--- config.mk ---
export PLATFORM = sky130hd
export DESIGN_NAME = bin2bcd_seq
export DESIGN_NICKNAME = d
export VERILOG_FILES = /design/src/rtl/bcd_pkg.sv /design/src/rtl/bin2bcd_digit.sv /design/src/rtl/bin2bcd_seq.sv
export SDC_FILE = /design/constraint.sdc
export NUM_CORES = 1
export LEC_CHECK = 0
export CORE_UTILIZATION = 30
export DETAILED_ROUTE_END_ITERATION = 10
export GPL_TIMING_DRIVEN = 0
export PLACE_DENSITY = 0.5
export SLEW_MARGIN = 10
export SYNTH_ARGS = -nofsm -noshare
export SYNTH_HDL_FRONTEND = slang
export SYNTH_SLANG_ARGS = --single-unit
--- constraint.sdc ---
create_clock -name clk -period 1.7 [get_ports clk]
set_input_delay 0.17 -clock clk [delete_from_list [all_inputs] [get_ports clk]]
set_output_delay 0.17 -clock clk [all_outputs]
set_load 0.01 [all_outputs]
--- src/rtl/bcd_pkg.sv ---
// bcd_pkg: shared types and digit-count helper for the binary-to-BCD converter.
package bcd_pkg;
  typedef enum logic [1:0] {IDLE, SHIFT, DONE} state_t;
  typedef logic [3:0] bcd_digit_t;
  function automatic int bcd_digits(input int w);
    longint unsigned v;
    int d;
    v = (64'd1 << w) - 64'd1;
    d = 0;
    while (v != 0) begin
      v = v / 10;
      d++;
    end
    return d;
  endfunction
endpackage

--- src/rtl/bin2bcd_digit.sv ---
// bin2bcd_digit: double-dabble correction, adds 3 to a BCD digit that is 5 or more.
module bin2bcd_digit
  import bcd_pkg::*;
(
  input  bcd_digit_t i_d,
  output bcd_digit_t o_d
);
  assign o_d = (i_d >= 4'd5) ? i_d + 4'd3 : i_d;
endmodule

--- src/rtl/bin2bcd_seq.sv ---
// bin2bcd_seq: sequential double-dabble binary-to-BCD converter with valid/ready handshakes.
// Define BIN2BCD_SIGNED_EN to treat in_bin as two's complement (magnitude plus sign flag).
module bin2bcd_seq
  import bcd_pkg::*;
#(
  parameter  int WIDTH  = 16,
  localparam int DIGITS = bcd_digits(WIDTH)
) (
  input  logic                clk,
  input  logic                reset_n,
  input  logic                in_valid,
  output logic                in_ready,
  input  logic [WIDTH-1:0]    in_bin,
  output logic                out_valid,
  input  logic                out_ready,
  output logic [4*DIGITS-1:0] out_bcd,
  output logic [3:0]          flags
);
  localparam int CW = $clog2(WIDTH + 1);
  state_t              r_state;
  logic [4*DIGITS-1:0] r_acc;
  logic [WIDTH-1:0]    r_sh;
  logic [CW-1:0]       r_cnt;
  logic [3:0]          r_flags;
  logic [4*DIGITS-1:0] w_corr;
  logic [DIGITS-1:0]   w_gt9;
  logic [WIDTH-1:0]    w_mag;
  logic                w_sign;
  for (genvar g = 0; g < DIGITS; g++) begin : g_dig
    bin2bcd_digit u_digit (.i_d(r_acc[4*g+:4]), .o_d(w_corr[4*g+:4]));
    assign w_gt9[g] = r_acc[4*g+:4] > 4'd9;
  end
`ifdef BIN2BCD_SIGNED_EN
  logic r_sign;
  // Negating the most negative value wraps to itself, which read unsigned is the right magnitude.
  assign w_mag  = in_bin[WIDTH-1] ? -in_bin : in_bin;
  assign w_sign = r_sign;
  always_ff @(posedge clk or negedge reset_n)
    if (!reset_n) r_sign <= 1'b0;
    else if (r_state == IDLE && in_valid) r_sign <= in_bin[WIDTH-1];
`else
  assign w_mag  = in_bin;
  assign w_sign = 1'b0;
`endif
  always_ff @(posedge clk or negedge reset_n) begin
    if (!reset_n) begin
      r_state <= IDLE;
      r_acc   <= '0;
      r_sh    <= '0;
      r_cnt   <= '0;
      r_flags <= '0;
    end else begin
      case (r_state)
        IDLE:
          if (in_valid) begin
            r_sh    <= w_mag;
            r_acc   <= '0;
            r_cnt   <= CW'(WIDTH);
            r_flags <= '0;
            r_state <= SHIFT;
          end
        SHIFT:
          if (r_cnt == '0) begin
            r_flags <= {1'b0, |w_gt9, w_sign, ~|r_acc};
            r_state <= DONE;
          end else begin
            {r_acc, r_sh} <= {w_corr, r_sh} << 1;
            r_cnt         <= r_cnt - 1'b1;
          end
        DONE:    if (out_ready) r_state <= IDLE;
        default: r_state <= IDLE;
      endcase
    end
  end
  assign in_ready  = r_state == IDLE;
  assign out_valid = r_state == DONE;
  assign out_bcd   = r_acc;
  assign flags     = r_flags;
endmodule

=== After elaboration in Yosys (flattened, before gate mapping) ===
Cells that the tools add are included.

* Register bits: 47
* Input port bits: 20
* Output and inout port bits: 26
* Logic and storage cells: 57

* Add/subtract/negate cells: 6
* Magnitude comparators: 10
* Equal/unequal tests: 6
* Multiplexer cells: 21
* Reduce and logical (&&, ||, !) cells: 9

{| class="wikitable"
|+ Operators with widths
! kind !! count
|-
| $mux W20 || 2
|-
| $pmux W20 S2 || 1
|-
| $mux W16 || 2
|-
| $pmux W16 S2 || 1
|-
| $mux W4 || 6
|-
| $ge A4 B3 Y1 const B || 5
|-
| $gt A4 B4 Y1 const B || 5
|-
| $reduce_or A20 Y1 || 1
|-
| $add A4 B2 Y4 const B || 4
|-
| $mux W5 || 2
|-
| $pmux W5 S2 || 1
|-
| $reduce_and A3 Y1 || 3
|-
| $pmux W4 S2 || 1
|-
| $mux W2 || 3
|-
| $ne A2 B2 Y1 const B || 3
|-
| $pmux W2 S3 || 1
|-
| $logic_not A5 Y1 || 1
|-
| $reduce_or A5 Y1 || 1
|-
| $sub A5 B1 Y5 const B || 1
|-
| $add A3 B2 Y3 const B || 1
|-
| $mux W3 || 1
|-
| $eq A2 B1 Y1 const B || 1
|-
| $eq A2 B2 Y1 const B || 1
|-
| $logic_not A2 Y1 || 1
|-
| other kinds (3) || 3
|}

=== Longest topological paths before layout ===
Gate-level depths: netlist of run 1.

* Depth after elaboration: 4
* Mapped depth: 8
* Gate-level depth less buffers: 7

=== Cells and area by module ===
A second synthesis of run 1 with hierarchy kept.

* Cells, all modules: 272
* Area total of the unflattened synthesis: 2488.6 um^2

{| class="wikitable"
|+ By module, submodules not included
! module !! times used !! cells each !! area each (um^2) !! sequential area each (um^2)
|-
| bin2bcd_seq || 1 || 192 || 1981.9 || 1126.1
|-
| bin2bcd_digit || 5 || 16 || 101.3 || 0.0
|}

=== Worst setup path after synthesis of run 1 ===
No wires, ideal clock.

* Path type: register to register
* Start: register r_cnt[0]
* End: register r_sh[6]
* Library setup time: 66 ps
* Arrival time: 1696 ps
* Data required time: 1634 ps
* Path slack: -62 ps
* Cell stages (with the launch flop): 9
* Path buffers: 2
* Period minus slack after synthesis: 1762 ps
* Cell sequence: dfrtp_1 > inv_1 > ha_1 > or4b_1 > buf_2 > a21oi_4 > buf_4 > nand2_1 > nand2_1

* Longest elaborated chain between the ends: 3

{| class="wikitable"
|+ Ends and longest elaborated chain
! what !! line !! text
|-
| start: declaration || bin2bcd_seq.sv:23 || <nowiki>logic [CW-1:0] r_cnt;</nowiki>
|-
| start signal: assignment || bin2bcd_seq.sv:58 || <nowiki>r_cnt <= CW'(WIDTH);</nowiki>
|-
| start signal: assignment || bin2bcd_seq.sv:68 || <nowiki>r_cnt <= r_cnt - 1'b1;</nowiki>
|-
| $logic_not A5 Y1 || bin2bcd_seq.sv:63 || <nowiki>if (r_cnt == '0) begin</nowiki>
|-
| $ne A2 B2 Y1 (no line) || -- ||
|-
| $reduce_and A3 Y1 (no line) || -- ||
|-
| end signal: assignment || bin2bcd_seq.sv:56 || <nowiki>r_sh <= w_mag;</nowiki>
|-
| end signal: assignment || bin2bcd_seq.sv:67 || <nowiki>{r_acc, r_sh} <= {w_corr, r_sh} << 1;</nowiki>
|-
| end: declaration || bin2bcd_seq.sv:22 || <nowiki>logic [WIDTH-1:0] r_sh;</nowiki>
|}

No other way between the ends.
A chain may end at the register's enable or synchronous reset.

=== Worst setup path in the final report of run 1 ===
* Start: register r_cnt[1]
* End: register r_acc[19], in the netlist out_bcd[19]

* Longest elaborated chain between the ends: 3

{| class="wikitable"
|+ Ends and longest elaborated chain
! what !! line !! text
|-
| $logic_not A5 Y1 || bin2bcd_seq.sv:63 ||
|-
| $ne A2 B2 Y1 (no line) || -- ||
|-
| $reduce_and A3 Y1 (no line) || -- ||
|-
| end signal: assignment || bin2bcd_seq.sv:67 ||
|-
| end: declaration || bin2bcd_seq.sv:21 || <nowiki>logic [4*DIGITS-1:0] r_acc;</nowiki>
|}

No other way between the ends.

==> impl_metrics.ini, run 1 <==
[finish]
num-fill-cells = 781
nets = 359
syn_to_final_growth_pct = 40.9
final-seq-area_um2 = 1130
multi_input_area_um2 = 1370
num_antenna_cells = 0
drive_above_1_share = 0.247
stdcell_count = 426

[timing]
final-setup-viol-count = 25
fin_tns_setup_ps = -705
hold_viol = 0
fin_ws_ps = -48.6
fin_skew_ps = 10.2
fin_crit_sh = 1.03
period_minus_slack_ps = 1750
grt_setup_unrepaired = true
slew_viol_final = 0
fmax_mhz = 572

[placement]
hpwl_mm = 4.34
gp_congestion = 0.758
placed_cells = 406
pre_cts_ws_ps = -422
port_buffers = 43

[setup_path]
crit_arrival_ps = 1940
cp-end-kind = flop
critical_path_class = flop to flop
start_kind = flop
worst-r2r-cell-count = 7
crit_required_ps = 1890
critPathMaxFanout = 4

[detailed_routing]
drt-initial-drc-count = 110
ant_nets = 0
drc_errors = 0
top_layer_used = met4
wl_met1_mm = 2.96
wl_met2_mm = 3.09
routedWlPerCell_um = 15.0
num_vias = 2151
vias_per_cell = 5.05
drt_first_pass_iters = 4
wl_mm = 6.39
route.met3.wl_um = 306

[logic_synthesis]
synth-seq-cells = 45
synth_edf_count = 0
synth_flop_cell = dfrtp_1
synth_cell_type_count = 38
avgSynthCellArea_um2 = 9.49
ys_seq_area_frac = 0.458
async_reset_ff_frac = 1.00
yosys_warnings = 0
syn_area_um2 = 2460
synth_cells = 259

[power_and_ir_drop]
p_leak_uw = 0.00147
powerDensity_nw_per_um2 = 1950
ir_worst_vdd_uv = 639

[floorplan]
start_util = 0.315
dieArea_um2 = 8560
rows = 32
ios = 46
die_h_um = 92.5
core_um2 = 7810
die_x_um = 92.5

[run_status]
violations = setup timing
run_status = complete, but fails checks

[clock_tree]
cts_tree = done
clk_latency_ps = 300
numCtsBuffers = 5
cts_root_buffer = clkbuf_8
clkSinkCount = 45
h-tree-depth = 2
clk_path_buf_depth = 2
clk_pin_slew_ps = 100

[grt]
gr-total-overflow = 0
grt_pass1_wl_mm = 10.3
grt_pass1_vias = 2072
antenna_found_initial = 0
track_usage = 0.151
grt_max_degree = 32

[worst_hold_path]
hp-class = input port to async pin

[job]
maxCapViolations = 0
[per-layer routing]
metal,up-vias,global-route usage
li1,1047,-
met1,1045,0.201
met2,54,0.256
met3,5,0.0304
met4,0,0.0273
met5,-,0
[path summary, 6_finish.rpt]
kind                            slack, ps                      end                  from
worst min register to register        480     r_sh[11]$_DFFE_PN0P_  r_sh[11]$_DFFE_PN0P_
min in group clk                      420   r_state[1]$_DFFE_PN0P_             out_ready
max in group asynchronous             870  out_bcd[15]$_DFFE_PN0P_               reset_n
worst max register to register        -50  out_bcd[19]$_DFFE_PN0P_  r_cnt[1]$_DFFE_PN0P_
worst max-delay path                  -50  out_bcd[19]$_DFFE_PN0P_  r_cnt[1]$_DFFE_PN0P_
worst min-delay path                  320  out_bcd[17]$_DFFE_PN0P_               reset_n
[through the flow]
stage	total power, uW	hold WS (ps)	util	instance area, um2
after floorplan	4070	-126	-	2480
after global placement	5200	465	0.389	3030
after detailed placement	5260	120	0.391	3050
after CTS	6230	341	0.417	3250
after global routing	7340	368	0.444	3460
final	6750	320	0.444	3460
[layout by cell type, fill, tap and decap left out, types with 3 or more instances in the layout]
master,count
dfrtp_1,43
clkdlybuf4s50_1,42
nand2_1,26
o21ai_0,19
a22oi_1,17
nand3_1,16
ha_1,13
nand2_2,11
inv_1,10
nor2_1,10
buf_4,9
clkbuf_8,7
nand2b_1,6
a21oi_1,6
o31ai_1,5
mux2_2,5
xnor2_1,5
inv_2,4
nor3b_1,4
a32o_1,4
a21oi_2,4
o21ai_1,4
clkbuf_2,3
buf_2,3
[worst max-delay path, cell delays in order, from the launching register on]
cell and delay, ps:
dfrtp_1 400, inv_2 70, ha_4 130, or4b_4 500, buf_12 160, nand2_4 90
o31ai_2 60, a32o_1 210
[flip-flops by register name, indices dropped and copies added (netlist names)]
signal	cells
out_bcd	20
r_state	2
flags	2
r_cnt	5
r_sh	16
[synth_stat cells, drive strengths merged (2+ instances only)]
library cell  number  share of area
dfrtp             45           0.46
nand2             38          0.059
o21ai             25          0.051
a22oi             17          0.052
nand3             17          0.035
ha                16          0.081
inv               14          0.021
a21oi             11          0.027
nor2              11          0.017
buf                8          0.019
nand2b             6          0.015
o31ai              6          0.018
clkbuf             5         0.0081
mux2               5          0.023
nor3b              5          0.015
xnor2              5          0.018
a32o               4          0.016
a22o               2         0.0071
a31o               2         0.0071
nor3               2         0.0041
nor4b              2         0.0071
xor2               2         0.0071
[what timing repair did]
action | in CTS | in global routing
gates cloned | 0 | 4
hold endpoints to repair | 14 | 0
resized for setup | 19 | 42
hold buffers | 1 | 0
buffers inserted | 5 | 4
endpoints found under the setup margin | 43 | 44
pin swaps | 3 | 13
[area by class of cell]
type | count | area share
clock buffers | 6 | 0.0238
plain buffers | 11 | 0.0282
inverters | 14 | 0.0152
repair buffers | 57 | 0.172
multi-input cells | 189 | 0.395
flip-flops and latches | 45 | 0.326
clock inverters | 2 | 0.00397
well taps | 102 | 0.0368
[where the power goes]
| part | switching (uW) | internal (uW) |
|---|---|---|
| Clock | 387 | 330 |
| Sequential | 561 | 1550 |
| Combinational | 1920 | 2000 |
| Total | 2870 | 3880 |
[cells by family (layout without fill, tap and decap cells)]
group	count (synthesis)	in the layout	share of synthesized area
buffers and inverters	27	90	0.0488
other	1	2	0.00153
and+or+nand+nor	87	88	0.172
adders and majority gates	16	16	0.0814
DFF	45	45	0.458
xor gates and xnor gates	7	7	0.0249
AOI/OAI and AO/OA	71	71	0.191
muxes	5	5	0.0229
(Power assumes the default switching activity.)
==> run 2, diff against run 1 <==
--- a/config.mk
+++ b/config.mk
@@ -8,6 +8,7 @@
 export CORE_UTILIZATION = 30
 export DETAILED_ROUTE_END_ITERATION = 10
 export GPL_TIMING_DRIVEN = 0
+export MAX_ROUTING_LAYER = met4
 export PLACE_DENSITY = 0.5
 export SLEW_MARGIN = 10
 export SYNTH_ARGS = -nofsm -noshare
==> run 2 against run 1 <==
Compared with the run above:
- via count shrank 3.0%
- design area decreased by 4.5%
- clock power down 1%
- cell count fell by 1.6%
- first-iteration DRC count shrank 32%
- core utilization is 2.0 points lower
- non-clock buffer count decreased by 6
- sequential share of layout area grew 1.6 points
- critical path depth did not move
- flip-flop and latch count did not move
- critical path type unchanged
- highest routed layer unchanged
- the flow still finishes with violations (setup timing)
- sequential power is essentially flat
- wire length down 5.4%
==> impl_metrics.ini, run 2 (synthesis results as in run 1) <==
[clock_tree]
numCtsBuffers = 5
cts_root_buffer = clkbuf_8
clk_path_buf_depth = 2
cts_tree = done
h-tree-depth = 2
clkSinkCount = 45
clk_pin_slew_ps = 90
clk_latency_ps = 300

[setup_path]
worst-r2r-cell-count = 7
start_kind = flop
crit_required_ps = 1920
crit_arrival_ps = 1920
cp-end-kind = flop
rrSetupSlack_ps = -9
rr_startpoint = r_cnt[1]$_DFFE_PN0P_
critical_path_class = flop to flop
critPathMaxFanout = 10
r2r-end = out_bcd[6]$_DFFE_PN0P_

[timing]
fin_crit_sh = 1.01
fin_skew_ps = 9.86
final-setup-viol-count = 4
holdWs_ps = 322
grt_setup_unrepaired = true
fin_tns_setup_ps = -13.5
hold_viol = 0
fin_ws_ps = -8.58
slew_viol_final = 0
fmax_mhz = 585
period_minus_slack_ps = 1710

[grt]
gr-total-overflow = 0
grt_max_degree = 32
grt_pass1_wl_mm = 10.3
grt_use_met3 = 0.0304
met1_usage = 0.201
grt_pass1_vias = 2072
top_usage_layer = met2
grtUsageMet2 = 0.255
track_usage = 0.155
antenna_found_initial = 0

[power_and_ir_drop]
combPwrFrac = 0.551
powerDensity_nw_per_um2 = 1890
clock_power_share = 0.113
p_leak_uw = 0.00140
power.share.switching = 0.427
p_sw_uw = 2680
ir_worst_vdd_uv = 670
p_int_uw = 3590
pwr-share-seq = 0.335

[finish]
final_area_um2 = 3310
drive_above_1_share = 0.196
num_antenna_cells = 0
largest_register_ff_count = 20
syn_to_final_growth_pct = 34.6
layout_common_cells = dfrtp_1, clkdlybuf4s50_1, nand2_1
nets = 352
postLayoutCoreUtil = 0.424

[floorplan]
start_util = 0.315
rows = 32
dieArea_um2 = 8560
ios = 46
core_um2 = 7810
die_h_um = 92.5
die_x_um = 92.5

[detailed_routing]
vias_per_cell = 4.98
drc_errors = 0
ant_nets = 0
routedWlPerCell_um = 14.4
drt_first_pass_iters = 4
wl_mm = 6.05
num_vias = 2086
drt-initial-drc-count = 75

[job]
maxCapViolations = 0

[placement]
gp_congestion = 0.768
postPlaceCellArea_um2 = 3050
hpwl_mm = 4.34
port_buffers = 43

[worst_hold_path]
hp-class = input port to async pin

[run_status]
run_status = complete, but fails checks
violations = setup timing
[run 2: worst max-delay path by stage]
| stage | to | startpoint | slack, ps | depth (start not counted) |
|---|---|---|---|---|
| final | out_bcd[6]$_DFFE_PN0P_ | r_cnt[1]$_DFFE_PN0P_ | -9 | 7 |
| after global routing | out_bcd[17]$_DFFE_PN0P_ | r_cnt[0]$_DFFE_PN0P_ | -130 | 7 |
| after CTS | out_bcd[15]$_DFFE_PN0P_ | r_cnt[1]$_DFFE_PN0P_ | -100 | 8 |
| after detailed placement | r_sh[13]$_DFFE_PN0P_ | in_valid | -420 | 6 |
| after global placement | r_sh[12]$_DFFE_PN0P_ | reset_n | -980 | 1 |
| after floorplan | r_sh[6]$_DFFE_PN0P_ | r_cnt[0]$_DFFE_PN0P_ | -40 | 8 |
[run 2: timing repair]
item	4_1_cts	5_1_grt
hold endpoints to repair	14	0
setup endpoints to repair	43	44
setup buffers	5	0
pin swaps	3	4
resized for setup	19	21
hold buffers	1	0
[run 2: metal layers]
metal	vias up	part of all wire
li1	1027	-
met1	1006	0.48
met2	50	0.48
met3	3	0.043
met4	0	0.0028
met5	-	0
[run 2: worst max-delay path: stages (launching register included)]
cell and delay, ps:
dfrtp_1 400, inv_2 70, ha_4 130, or4b_4 510
nand2_4 180, buf_6 170, nand3_1 70, o21ai_0 90
[run 2: per-stage QoR]
stage,std cells,worst slack (ps),total power [uW]
after floorplan,260,-40.5,4070
after global placement,405,-985,5200
after detailed placement,406,-422,5260
after CTS,420,-98.3,6230
after global routing,419,-127,6840
final,419,-8.58,6270
[run 2: layout make-up]
| type | instances | area (um2) |
|---|---|---|
| Fill cell | 800 | 4500 |
| Clock inverter | 2 | 13.8 |
| Clock buffer | 6 | 82.6 |
| Tap cell | 102 | 128 |
| Buffer | 12 | 95.1 |
| Multi-Input combinational cell | 188 | 1310 |
| Inverter | 14 | 52.6 |
| Timing Repair Buffer | 50 | 493 |
| Sequential cell | 45 | 1130 |
[run 2: power by group through the flow]
stage | registers, uW | clock network (uW) | logic (uW)
3_5_place_dp | 2070 | 0 | 3190
2_1_floorplan | 2030 | 0 | 2050
3_3_place_gp | 2070 | 0 | 3130
5_1_grt | 2180 | 781 | 3880
4_1_cts | 2070 | 745 | 3410
6_report | 2100 | 710 | 3460
==> run 3, diff against run 2 <==
--- a/config.mk
+++ b/config.mk
@@ -5,6 +5,7 @@
 export SDC_FILE = /design/constraint.sdc
 export NUM_CORES = 1
 export LEC_CHECK = 0
+export CORE_ASPECT_RATIO = 1.4
 export CORE_UTILIZATION = 30
 export DETAILED_ROUTE_END_ITERATION = 10
 export GPL_TIMING_DRIVEN = 0
==> run 3 against run 2 <==
Compared with the run above:
- the run still ends with setup timing left
- setup slack worse by 80 ps
- worst hold slack better by 0.81 ps
- first-iteration DRC count up 72%
- fmax down 4.4%
- flip-flop and latch count unchanged
- critical path depth unchanged
- clock skew down 2.5 ps
- design area up 2.9%
- cell count up 0.48%
- highest routed layer unchanged
==> impl_metrics.ini, run 3 (synthesis results as in run 1) <==
[detailed_routing]
routedWlPerCell_um = 14.8
ant_nets = 0
wl_mm = 6.21
drt-initial-drc-count = 129
drc_errors = 0
drt_first_pass_iters = 6
vias_per_cell = 5.08
num_vias = 2140

[grt]
grt_max_degree = 32
track_usage = 0.158
gr-total-overflow = 0
grt_pass1_vias = 2088
antenna_found_initial = 0
grt_pass1_wl_mm = 10.3

[power_and_ir_drop]
ir_worst_vdd_uv = 801
clock_power_share = 0.128
p_int_uw = 3870
p_leak_uw = 0.00146
power.share.switching = 0.418
pwr-share-seq = 0.315
powerDensity_nw_per_um2 = 1950
p_sw_uw = 2780
combPwrFrac = 0.557

[run_status]
violations = setup timing
run_status = complete, but fails checks

[worst_hold_path]
hp-class = input port to async pin

[timing]
fin_crit_sh = 1.05
final-setup-viol-count = 36
fin_ws_ps = -88.2
hold_viol = 0
grt_setup_unrepaired = true
slew_viol_final = 0
fmax_mhz = 559
fin_skew_ps = 7.40
period_minus_slack_ps = 1790

[finish]
final_area_um2 = 3400
nets = 356
num-fill-cells = 797
largest_register_ff_count = 20
stdcell_count = 421
drive_above_1_share = 0.231
num_antenna_cells = 0
final_common_cell = dfrtp_1
postLayoutCoreUtil = 0.434
layout_common_cells = dfrtp_1, clkdlybuf4s50_1, nand2_1
syn_to_final_growth_pct = 38.4

[setup_path]
critPathMaxFanout = 5
critical_path_class = flop to flop
crit_path_top_delay_cell = or4b_4
worst-r2r-cell-count = 7
crit_arrival_ps = 2020
worstSetupStartpoint = r_cnt[0]$_DFFE_PN0P_
start_kind = flop
crit_required_ps = 1930
path_cells = inv_2 -> ha_4 -> or4b_4 -> a21oi_4 -> inv_4 -> o31ai_2 -> a32o_2
max_stage_delay_ps = 510
cp-end-kind = flop
rr_startpoint = r_cnt[0]$_DFFE_PN0P_

[floorplan]
ios = 46
dieArea_um2 = 8570
die_x_um = 78.5
core_um2 = 7850
die_h_um = 109
start_util = 0.313
rows = 38

[job]
maxCapViolations = 0

[placement]
placed_cells = 404
pre_cts_ws_ps = -450
gp_congestion = 0.789
hpwl_mm = 4.37
postPlaceCellArea_um2 = 3050
port_buffers = 43

[clock_tree]
h-tree-depth = 2
numCtsBuffers = 5
clk_latency_ps = 300
clk_path_buf_depth = 2
cts_root_buffer = clkbuf_8
clkSinkCount = 45
cts_tree = done
clk_pin_slew_ps = 90
run 3: layer usage:
metal | track usage | part of all wire | vias to the layer above
met5 | - | 0 | -
met3 | 0.0209 | 0.030 | 10
met2 | 0.274 | 0.52 | 54
li1 | - | - | 1037
met4 | 0.0450 | 0.015 | 0
met1 | 0.192 | 0.44 | 1039
run 3: what timing repair did:
item	in CTS	in global routing
hold endpoints to repair	14	0
pin swaps	4	13
gates cloned	0	1
setup buffers	6	2
setup endpoints to repair	42	44
hold buffers	1	0
gates resized for setup	20	37
run 3: worst paths after layout:
path	end	slack, ps
worst max-delay path	out_bcd[15]$_DFFE_PN0P_	-90
worst min-delay path	out_bcd[17]$_DFFE_PN0P_	320
worst max register to register	out_bcd[15]$_DFFE_PN0P_	-90
worst min register to register	r_sh[1]$_DFFE_PN0P_	480
max in group asynchronous	r_state[1]$_DFFE_PN0P_	850
min in group clk	r_state[1]$_DFFE_PN0P_	420
run 3: critical path: cells and delay by family, from the launching register on:
| kind | cells | cell delay (ps) |
|---|---|---|
| and+or+nand+nor | 1 | 510 |
| AOI/OAI and AO/OA | 3 | 500 |
| buffers and inverters | 2 | 180 |
| adders and majority gates | 1 | 140 |
| DFF | 1 | 400 |
run 3: final cells by class:
cell class | count | area [um2] | area share
well taps | 100 | 125 | 0.0368
repair buffers | 54 | 533 | 0.157
multi-input cells | 188 | 1350 | 0.395
inverters | 14 | 55.1 | 0.0162
flip-flops and latches | 45 | 1130 | 0.332
plain buffers | 12 | 100 | 0.0294
clock inverters | 1 | 30.0 | 0.00882
clock buffers | 7 | 86.3 | 0.0254
run 3: metrics by stage:
stage                     hold slack (ps)  TNS [ps]  power [uW]
final                                 323     -1900        6650
after global routing                  359     -5360        7240
after CTS                             335     -4060        6390
after detailed placement              111    -12170        5260
after global placement                463    -55850        5210
after floorplan                      -126      -572        4070
run 3: power by group through the flow:
stage	Clock, uW	Sequential (uW)	Combinational, uW
finish	854	2090	3700
global placement	0	2070	3140
CTS	886	2050	3450
global route	922	2170	4140
detailed placement	0	2070	3190
floorplan	0	2030	2050
